## src/rtl/layer0_mac_ctrl_act.sv

```systemverilog
// Layer-0 MAC completion counter with sticky ack_mac flag, plus the two
// neuron activations: hard sigmoid (neuron 0) and ReLU (neuron 1), signed Q4.4.
module layer0_mac_ctrl_act #(
  parameter int N_INPUTS = 2,
  parameter int WIDTH    = 8,
  parameter int CNT_W    = 8
) (
  input  logic                    clk,
  input  logic                    rst,
  input  logic                    ack,
  output logic                    ack_mac,
  output logic [CNT_W-1:0]        count,
  input  logic signed [WIDTH-1:0] z_value0,
  output logic signed [WIDTH-1:0] a0,
  input  logic signed [WIDTH-1:0] z_value1,
  output logic signed [WIDTH-1:0] a1
);

  localparam logic [CNT_W-1:0]        LP_N    = CNT_W'(N_INPUTS);
  localparam logic [CNT_W-1:0]        LP_LAST = CNT_W'(N_INPUTS - 1);
  localparam logic [CNT_W-1:0]        LP_ONE  = CNT_W'(1);
  localparam logic signed [WIDTH+1:0] LP_HALF = (WIDTH+2)'(8);
  localparam logic signed [WIDTH+1:0] LP_SAT  = (WIDTH+2)'(16);

  logic [CNT_W-1:0]        r_count;
  logic                    r_ack_mac;
  logic signed [WIDTH+1:0] w_z0_ext;
  logic signed [WIDTH+1:0] w_t;
  logic signed [WIDTH-1:0] w_a0;
  logic signed [WIDTH-1:0] w_a1;

  // Ack counter saturating at N_INPUTS; ack_mac latches on the N-th ack
  always_ff @(posedge clk or negedge rst) begin
    if (!rst) begin
      r_count   <= '0;
      r_ack_mac <= 1'b0;
    end else if (ack && (r_count < LP_N)) begin
      r_count <= r_count + LP_ONE;
      if (r_count == LP_LAST) begin
        r_ack_mac <= 1'b1;
      end else begin
        r_ack_mac <= r_ack_mac;
      end
    end else begin
      r_count   <= r_count;
      r_ack_mac <= r_ack_mac;
    end
  end

  // Hard sigmoid: widened by two bits so z/4 + 0.5 cannot overflow before clamping
  always_comb begin
    w_z0_ext = {{2{z_value0[WIDTH-1]}}, z_value0};
    w_t      = (w_z0_ext >>> 2) + LP_HALF;
    w_a0     = '0;
    if (w_t[WIDTH+1]) begin
      w_a0 = '0;
    end else if (w_t > LP_SAT) begin
      w_a0 = WIDTH'(16);
    end else begin
      w_a0 = w_t[WIDTH-1:0];
    end
  end

  // ReLU
  always_comb begin
    w_a1 = '0;
    if (z_value1[WIDTH-1]) begin
      w_a1 = '0;
    end else begin
      w_a1 = z_value1;
    end
  end

  assign count   = r_count;
  assign ack_mac = r_ack_mac;
  assign a0      = w_a0;
  assign a1      = w_a1;

endmodule

```

## config.mk

```make
export PLATFORM = sky130hd
export DESIGN_NAME = layer0_mac_ctrl_act
export DESIGN_NICKNAME = d
export VERILOG_FILES = /design/src/rtl/layer0_mac_ctrl_act.sv
export SDC_FILE = /design/constraint.sdc
export NUM_CORES = 1
export LEC_CHECK = 0
export CORE_MARGIN = 4
export CORE_UTILIZATION = 31
export CTS_BUF_LIST = sky130_fd_sc_hd__clkbuf_8
export DETAILED_ROUTE_END_ITERATION = 16
export HOLD_SLACK_MARGIN = 0.12
export PLACE_DENSITY = 0.8
export SLEW_MARGIN = 40
export SYNTH_ARGS = -nofsm -noshare
export SYNTH_HDL_FRONTEND = slang
export SYNTH_SLANG_ARGS = --single-unit
```

## constraint.sdc

```tcl
create_clock -name clk -period 1.4 [get_ports clk]
set_input_delay 0.28 -clock clk [delete_from_list [all_inputs] [get_ports clk]]
set_output_delay 0.28 -clock clk [all_outputs]
set_load 0.005 [all_outputs]
```

==> summary by stage <==
Drt
The detailed-route wire length is 1339 um. The remaining routing DRC violations is 0. The overall via count from detail_route is 458. Using the TritonRoute via totals, the vias-per-cell ratio works out to 4.241. The detail route stage leaves a number of antenna-violating nets equal to 0. The mean routed wirelength per cell is 12.40 um. For this run, the detailed router's first-pass iteration total came to 2. In this run, the number of DRC markers left after iteration 0 of detailed routing was 1.

Final layout
The final antenna diode count is 0. In the layout the commonest cells are clkdlybuf4s50_1 (15), dfrtp_1 (9), buf_4 (8). At the end of the flow the core is filled with cells to 63.46%. For this run, the number of standard cells in the final layout without fillers is 108. The commonest non-fill, non-tap cell in the layout is clkdlybuf4s50_1. The share of layout cells above drive strength 1 is 27.17%.

The total number of nets in the final design is 115. The layout overhead on the synthesized area is 94.40%. Summing all non-filler instances in the final layout gives an area of 955.9 um^2.

Placed design
At the end of routability-driven placement, the weighted congestion stood at 0.6017. Timing analysis after detailed placement gives a worst setup slack of -0.8878 ns. The number of cells after detailed placement is 98. In this run the cell area measured after placement is 859.6 um^2. The HPWL after detailed placement is 1043 um. Input and output buffers added on the ports amount to 37.

Global routing
The first global-routing pass estimated 1938 um of wire. The number of antenna violations at the first check in global routing is 0. The maximum number of pins on one net before global-route repair is 10.

The number of global-route vias before repair is 421. The residual overflow from global routing is 0. For this run, the total global-route usage over all layers was measured as 12.08%.

Clocking
For the worst-skew pair, the clock arrives at the later sink with an insertion delay of 0.22 ns. The clock passes through at most 2 buffers. The clock root buffer is clkbuf_8. The number of clock buffers inserted by TritonCTS is 3. In this run, post-CTS hold repair placed 0 buffers. The CTS tree is yes.

The number of clock sinks seen by CTS is 9. The CTS clock-pin slew for the worst setup and hold paths is 0.04 ns. The number of H-tree levels is 1.

Die
The horizontal die dimension is 47.83 um. The die span in y is 47.83 um. The number of core rows is 14. The floorplan step defined a die boundary enclosing 2287 um^2.

The number of ports placed on the die boundary is 44. The initial cell density of the core is 32.64%. The area of the core region is 1506 um^2.

Worst setup path
Along the worst path, the maximum fanout reaches 3. STA classifies the critical path endpoint as an output pin. The type of the worst setup path is input pin to output pin. Data on the critical path arrives at its endpoint at 1.15 ns. The kind of cell adding the most delay to the critical path is simple AND/OR/NAND/NOR gates. Together, buffers and inverters on the worst path number 2. The worst register-to-register path ends at count[0]. The cell with the largest stage delay on the worst path is or2_4. In this design, the stage delay of the slowest critical-path cell is 0.25 ns. The launch instance of the worst register-to-register path is count[7].

The worst register-to-register path has a depth of 4. Walking the worst path, the cells encountered are buf_8 > ha_4 > or2_4 > a21oi_4 > and2_1 > buf_2. STA classifies the critical path startpoint as an input pin. For the worst setup path, the data required time is 1.12 ns. The setup slack of the worst register-to-register path is 0.16 ns.

Synth
The synthesized netlist cell count is 49. The share of the Yosys chip area taken by registers is 45.80%. In this run the cell area of the synthesized design comes to 491.7 um^2. Synthesis inferred 9 register bits. Yosys printed 0 warnings.

The distinct cell type count after synthesis is 19. A synthesized cell averages 10.04 um^2.

STA
The smallest setup slack after layout is -0.02548 ns. The number of max-slew violations in the final report is 0. The highest clock rate is 701.5 MHz. The post-route clock skew is 0.001029 ns.

The time the worst path needs with I/O delays and setup is 1.425 ns. Setup repair after global routing could not meet its margin everywhere. Of the available clock period, the critical path in the final layout requires 101.8%. The number of endpoints with negative hold slack in the final report is 0. The final count of negative-setup-slack endpoints is 3.

Power and ir drop
The worst-case vdd ir drop is 0.8518 mV. The total power divided by cell area is 696.0 nW/um^2. For this design the static power due to leakage is 0.5600 nW.

Worst hold path
The classification of the worst-slack hold path is input pin to async pin.

Run status
The run finished, with violations left. The checks that failed: negative setup slack.

Run
Across the run, the number of max-cap violations was 0.
logic make-up after synthesis:
group / Yosys count / share of synthesized area (%)
DFF: 9 / 45.80
xor gates and xnor gates: 1 / 1.781
buffers and inverters: 10 / 10.69
and+or+nand+nor: 19 / 25.44
adders and majority gates: 3 / 7.634
AOI/OAI and AO/OA: 6 / 7.887
other: 1 / 0.7626
layout make-up:
class                      count  area (um^2)
clock buffer                   3        41.29
sequential                     9        225.2
multi-input combinational     33        251.5
clock inverter                 1        3.754
fill                         128        550.5
tap                           16        20.02
inverter                       1        3.754
timing repair buffer          45        410.4
power by group:
part           switching [W]  internal (W)
logic              0.0000447     0.0000787
registers                  0      0.000261
clock network      0.0000908      0.000190
per-stage QoR:
step                      power (W)  hold WS (ns)  TNS (ns)
after floorplan           0.0003054      -0.01559         0
after global placement    0.0003892        0.4065    -6.214
after detailed placement  0.0003930        0.4087    -6.612
after CTS                 0.0006702        0.3568   -0.2086
after global routing      0.0007102        0.3709   -0.2242
final                     0.0006653        0.3523  -0.06669
Yosys cell counts:
master,number,area share [%]
inv_1,1,0.76
o21ai_1,1,1.0
xnor2_1,1,1.8
nor4b_2,1,3.1
a21oi_2,1,1.8
nor4_2,1,2.5
a21o_1,2,3.1
a21oi_1,2,2.0
nand4_1,1,1.3
clkbuf_1,5,3.8
buf_4,4,6.1
or2_1,1,1.3
nor3_1,1,1.0
nor2b_1,7,8.9
and2_1,4,5.1
ha_1,3,7.6
conb_1,1,0.76
dfrtp_1,9,46
nand2_1,3,2.3
state kept, by name (all words and copies together), names as in the netlist:
register and flops:
ack_mac 1, count 8
repair_timing:
action / 4_1_cts / 5_1_grt
gates resized for setup: 48 / 9
setup buffers: 5 / 1
setup endpoints to repair: 18 / 12
pin swaps: 7 / 6
per-layer routing:
metal	vias to the layer above	global-route usage, %	wire length [um]
met4	0	4.839	0
met2	23	20.32	713
met5	-	0	0
met1	201	14.19	495
li1	234	-	-
met3	0	3.759	130
worst max-delay path by stage:
stage	start	endpoint	slack (ns)	cells past startpoint
floorplan	z_value0[5]	a0[0]	0.13	4
global placement	z_value0[6]	a0[2]	-0.83	6
detailed placement	z_value0[5]	a0[1]	-0.89	6
CTS	z_value0[6]	a0[1]	-0.07	6
global route	z_value0[6]	a0[0]	-0.08	6
finish	z_value0[6]	a0[1]	-0.03	6
worst reg2reg max path: stages (launching register included):
cell	delay (ns)
dfrtp_1	0.38
buf_4	0.15
nor4b_2	0.31
nand2_1	0.14
xnor2_1	0.15
(Power assumes the default switching activity.)
==> RTL change 1: new RTL, config.mk and constraints unchanged <==
Register the output `count` once more, cleared by the reset; this adds one clock of latency there. The other outputs are not delayed to match.
--- a/src/rtl/layer0_mac_ctrl_act.sv
+++ b/src/rtl/layer0_mac_ctrl_act.sv
@@ -72,5 +72,11 @@
   end
 
-  assign count   = r_count;
+  always_ff @(posedge clk or negedge rst) begin
+    if (!rst) begin
+      count <= '0;
+    end else begin
+      count <= r_count;
+    end
+  end
   assign ack_mac = r_ack_mac;
   assign a0      = w_a0;
Check against the original RTL: not equivalent (a bounded check fails within 4 cycles, from zero or initial values and one cycle with rst low).
==> RTL change 1 against the unedited design <==
  * The flow still finishes with violations (setup timing)
  * Sequential cell count up 8
  * Area after synthesis up 41%
  * Total power increased by 45%
  * Routed wire length is 5.5% higher
  * Worst setup slack lost 23 ps
  * Clock skew is 0.57 ps lower
  * Cell area rose by 20%
  * Sequential power increased by 89%
  * Combinational power rose by 13%
  * Cell count grew 16%
  * Highest routed layer is now met4
==> RTL change 1: results (changes against the unedited design) <==
** Run status
- Status :: complete, but fails checks (unchanged)
- Violations in the final reports :: setup timing (unchanged)

** Placement
- The HPWL reported at the end of detailed placement was 1.13 mm (was 1.04 mm).
- Post-Place Cell Area :: 1080 µm² (was 860 µm²)
- Pre-CTS setup slack :: -851 ps (was -888 ps)

** Worst setup path
- The cell count of the worst reg-to-reg path is 3 (was 4).
- The capturing point of the worst reg2reg path is r_count[0] (was count[0]).
- Worst Path Arrival :: 1170 ps (was 1150 ps)
- The startpoint of the worst register-to-register path was r_count[7] (was count[7]).

** Final layout
- Clock tree cell share of total cell area :: 3.92% (was 4.71%)
- The number of fill cells in the layout is 190 (was 128).
- The flip-flop and latch share of the layout cell area came to 37.0% (was 23.6%).
- Number of buffers other than clock buffers in the final layout :: 43 (was 45)
- Non-clock buffering overhead in the final layout :: 33.6% (was 42.9%)
- The total area of multi-input combinational cells is 255 µm² (was 251 µm²).
- Fin nets :: 121 (was 115)
- The area taken by flip-flops and latches is 425 µm² (was 225 µm²).

** Global route
- Grt met3 use :: 7.23% (was 3.76%)
- Number of global-route vias before repair :: 567 (was 421)
- The met1 track utilization from global routing came to 9.81% (was 14.2%).

** Timing
- Summed negative setup slack over all endpoints :: -152 ps (was -66.7 ps)
- The minimum setup slack in the final design was -48.2 ps (was -25.5 ps).
- The worst setup skew after layout was 0.462 ps (was 1.03 ps).
- Final setup vio count :: 4 (was 3)

** Synthesis
- Largest cells by area after synthesis: sky130_fd_sc_hd__dfrtp_1 (61%), sky130_fd_sc_hd__nor2b_1 (6.3%), sky130_fd_sc_hd__ha_1 (5.4%) (was sky130_fd_sc_hd__dfrtp_1 (46%), sky130_fd_sc_hd__nor2b_1 (8.9%), sky130_fd_sc_hd__ha_1 (7.6%)).
- Share of the yosys chip area belonging to registers :: 61.5% (was 45.8%)
- Most used standard cells in the synthesized netlist: sky130_fd_sc_hd__dfrtp_1 (17), sky130_fd_sc_hd__nor2b_1 (7), sky130_fd_sc_hd__clkbuf_1 (5), sky130_fd_sc_hd__and2_1 (4), sky130_fd_sc_hd__buf_4 (4) (was sky130_fd_sc_hd__dfrtp_1 (9), sky130_fd_sc_hd__nor2b_1 (7), sky130_fd_sc_hd__clkbuf_1 (5), sky130_fd_sc_hd__and2_1 (4), sky130_fd_sc_hd__buf_4 (4)).

** Drt
- The met1 layer wirelength in the final routing is 526 µm (was 495 µm).
- The DRC marker count from the first detailed-route iteration was 2 (was 1).
- Total vias in the final route :: 535 (was 458)
- The total wire length after detailed routing is 1.41 mm (was 1.34 mm).
- The highest routing layer actually used is met4 (was met3).
- The detailed-routing iteration count for the pre-antenna-repair pass came to 3 (was 2).

** Floorplanning
- The area of the core was 2040 µm² (was 1510 µm²).

** Clock tree
- Clock transition at the registers of the reported paths :: 60 ps (was 40 ps)

** Power
- Seq pwr :: 0.492 mW (was 0.261 mW)
- The portion of total power attributed to combinational logic was 14.3% (was 18.6%).
-- RTL change 1: cell count changes after synthesis, sizes merged --
cell / before / now
dfrtp: 9 / 17
-- RTL change 1: kinds of logic (layout without fill, tap and decap cells) --
group / count (synthesis) / count (layout) / share of synthesized area, %
AOI/OAI and AO/OA: 6 / 6 / 5.60
xor gates and xnor gates: 1 / 1 / 1.27
buffers and inverters: 10 / 48 / 7.59
and+or+nand+nor: 19 / 19 / 18.1
DFF: 17 / 17 / 61.5
other: 1 / 4 / 0.542
adders and majority gates: 3 / 3 / 5.43
-- RTL change 1: worst min-delay path by stage --
stage                            end        from  cells past startpoint  slack, ps
after global placement      count[6]  r_count[6]                      0        400
after CTS                   count[1]         rst                      2        360
after global routing      r_count[4]         rst                      2        380
after detailed placement    count[7]  r_count[7]                      0        410
final                     r_count[4]         rst                      2        350
after floorplan              ack_mac         rst                      0        -20
-- RTL change 1: what timing repair did --
action                     in CTS  in global routing
setup endpoints to repair      13                 11
pin swaps                       6                  3
resized for setup              46                 10
setup buffers                   3                  0
==> RTL change 2: new RTL, same flow settings <==
Made on the original files. Set the parameter `WIDTH` to 10 (it was 8).
--- a/src/rtl/layer0_mac_ctrl_act.sv
+++ b/src/rtl/layer0_mac_ctrl_act.sv
@@ -3,5 +3,5 @@
 module layer0_mac_ctrl_act #(
   parameter int N_INPUTS = 2,
-  parameter int WIDTH    = 8,
+  parameter int WIDTH    = 10,
   parameter int CNT_W    = 8
 ) (
Ports: changed (resized a0, a1, z_value0 and z_value1); port bits go from 44 to 52. No check against the original RTL was run, so the function may have changed too.
==> RTL change 2 against the unedited design <==
  * The run still ends with setup timing left
  * Critical path type unchanged
  * Highest routed layer is now met4
  * Cell area increased by 28%
  * Sequential power about the same
  * Worst setup slack got worse by 100 ps
  * Routed wire length increased by 42%
  * Non-clock buffer count increased by 9
  * Die area increased by 14%
  * Fmax decreased by 6.8%
  * Sequential cell count unchanged
  * Combinational power increased by 67%
  * Area after synthesis increased by 17%
  * Total power increased by 14%
  * Cell count increased by 27%
==> RTL change 2: results (changes against the unedited design) <==
** Synthesis
- Share of the yosys chip area belonging to registers :: 39.2% (was 45.8%)
- Compound-Gate Fraction of Synth Area :: 13.1% (was 7.89%)
- Gate count after technology mapping :: 60 (was 49)
- The xor/xnor cell area share of the yosys netlist is 3.05% (was 1.78%).
- The number of distinct standard cells referenced by the synthesized netlist was 22 (was 19).
- Largest cells by area after synthesis :: sky130_fd_sc_hd__dfrtp_1 (39%), sky130_fd_sc_hd__nor2b_1 (9.8%), sky130_fd_sc_hd__buf_4 (7.8%) (was sky130_fd_sc_hd__dfrtp_1 (46%), sky130_fd_sc_hd__nor2b_1 (8.9%), sky130_fd_sc_hd__ha_1 (7.6%))
- Adder and majority gate portion of the synthesized area :: 6.54% (was 7.63%)

** Worst setup path
- Crit path largest cell delay :: 300 ps (was 250 ps)
- The maximum fanout count along the critical path was 4 (was 3).
- Worst path slowest cell :: sky130_fd_sc_hd__nor4_2 (was sky130_fd_sc_hd__or2_4)
- The arrival time of the worst setup path was 1250 ps (was 1150 ps).

** Final layout
- Total inserted antenna cells :: 0 (unchanged)
- The share of cells above drive strength 1 came to 33.0% (was 27.2%).
- The final net count was 139 (was 115).

** Timing
- The total negative setup slack came to -466 ps (was -66.7 ps).
- Final setup vio count :: 5 (was 3)
- The worst setup skew after layout was 5.77 ps (was 1.03 ps).
- Smallest setup slack after layout :: -130 ps (was -25.5 ps)

** Run status
- Violations in the final reports: setup timing (unchanged).
- Status: complete, but fails checks (unchanged).

** Global route
- The via count of the first global-routing pass came to 637 (was 421).
- The total global routing track utilization is 14.6% (was 12.1%).
- Global-route wire length before repair :: 2.86 mm (was 1.94 mm)

** Drt
- Total vias in the final route :: 612 (was 458)
- The total wire length after detailed routing was 1.90 mm (was 1.34 mm).
- Number of search-and-repair iterations in the first detailed-routing pass :: 5 (was 2)
- Number of design-rule violations left by the first detailed-router iteration :: 2 (was 1)

** Clock tree
- The clock root buffer was sky130_fd_sc_hd__clkbuf_8 (unchanged).

** Power
- Maximum ir drop on the vdd rail :: 0.657 mV (was 0.852 mV)
- Leakage power summed over all cells :: 0.686 nW (was 0.560 nW)

** Placement
- The HPWL reported at the end of detailed placement is 1.36 mm (was 1.04 mm).
- The number of port buffers is 43 (was 37).
- The last weighted congestion value of the routability-driven placer came to 0.740 (was 0.602).
- Post-Place Cell Area :: 1030 µm² (was 860 µm²)
- Post-Place Cells :: 127 (was 98)
RTL change 2: changes by cell type in the layout (fill, tap and decap cells not counted), sizes merged, moves of 2 or more:
cell | before | now
nor2b | 7 | 9
conb | 4 | 6
buf | 15 | 20
nor4b | 1 | 4
clkdlybuf4s15 | 2 | 5
dlymetal6s2s | 5 | 7
inv | 2 | 4
and2 | 4 | 1
a21oi | 3 | 0
RTL change 2: report_power, final:
part	switching, mW	internal [mW]	total [mW]
registers	0	0.261	0.261
logic	0.0825	0.123	0.206
clock network	0.102	0.191	0.292
RTL change 2: repair_timing:
| item | CTS | global route |
|---|---|---|
| setup endpoints to repair | 18 | 19 |
| gates resized for setup | 69 | 26 |
| buffers inserted | 5 | 1 |
| pin swaps | 9 | 6 |
RTL change 2: area by class of cell:
type                       count  area [µm²]
timing repair buffer          54         509
clock inverter                 1        3.75
tap                           25        31.3
inverter                       3        11.3
sequential                     9         225
fill                         136         526
clock buffer                   3        41.3
multi-input combinational     42         398
RTL change 2: worst paths after layout:
path,start,endpoint,slack (ps),cells past startpoint
max,z_value0[5],a0[3],-130,6
min,rst,count[1],340,1
max reg2reg,count[1],count[0],180,4
min reg2reg,count[4],count[4],400,0
max in group asynchronous,rst,count[5],770,1
min in group clk,count[4],count[4],400,0
RTL change 2: cell families (layout without fill, tap and decap cells):
group | Yosys count | in the layout
flops | 9 | 9
xor+xnor | 2 | 2
other cells | 1 | 6
compound gates | 9 | 9
fa+ha+maj | 3 | 3
simple gates | 22 | 22
buf+inv | 14 | 61
RTL change 2: routing by layer:
metal | vias to the layer above | global-route usage (%) | wire length [µm]
li1 | 296 | - | -
met1 | 283 | 16.5 | 717
met2 | 30 | 25.8 | 1030
met3 | 3 | 2.62 | 123
met4 | 0 | 8.07 | 30
met5 | - | 0 | 0
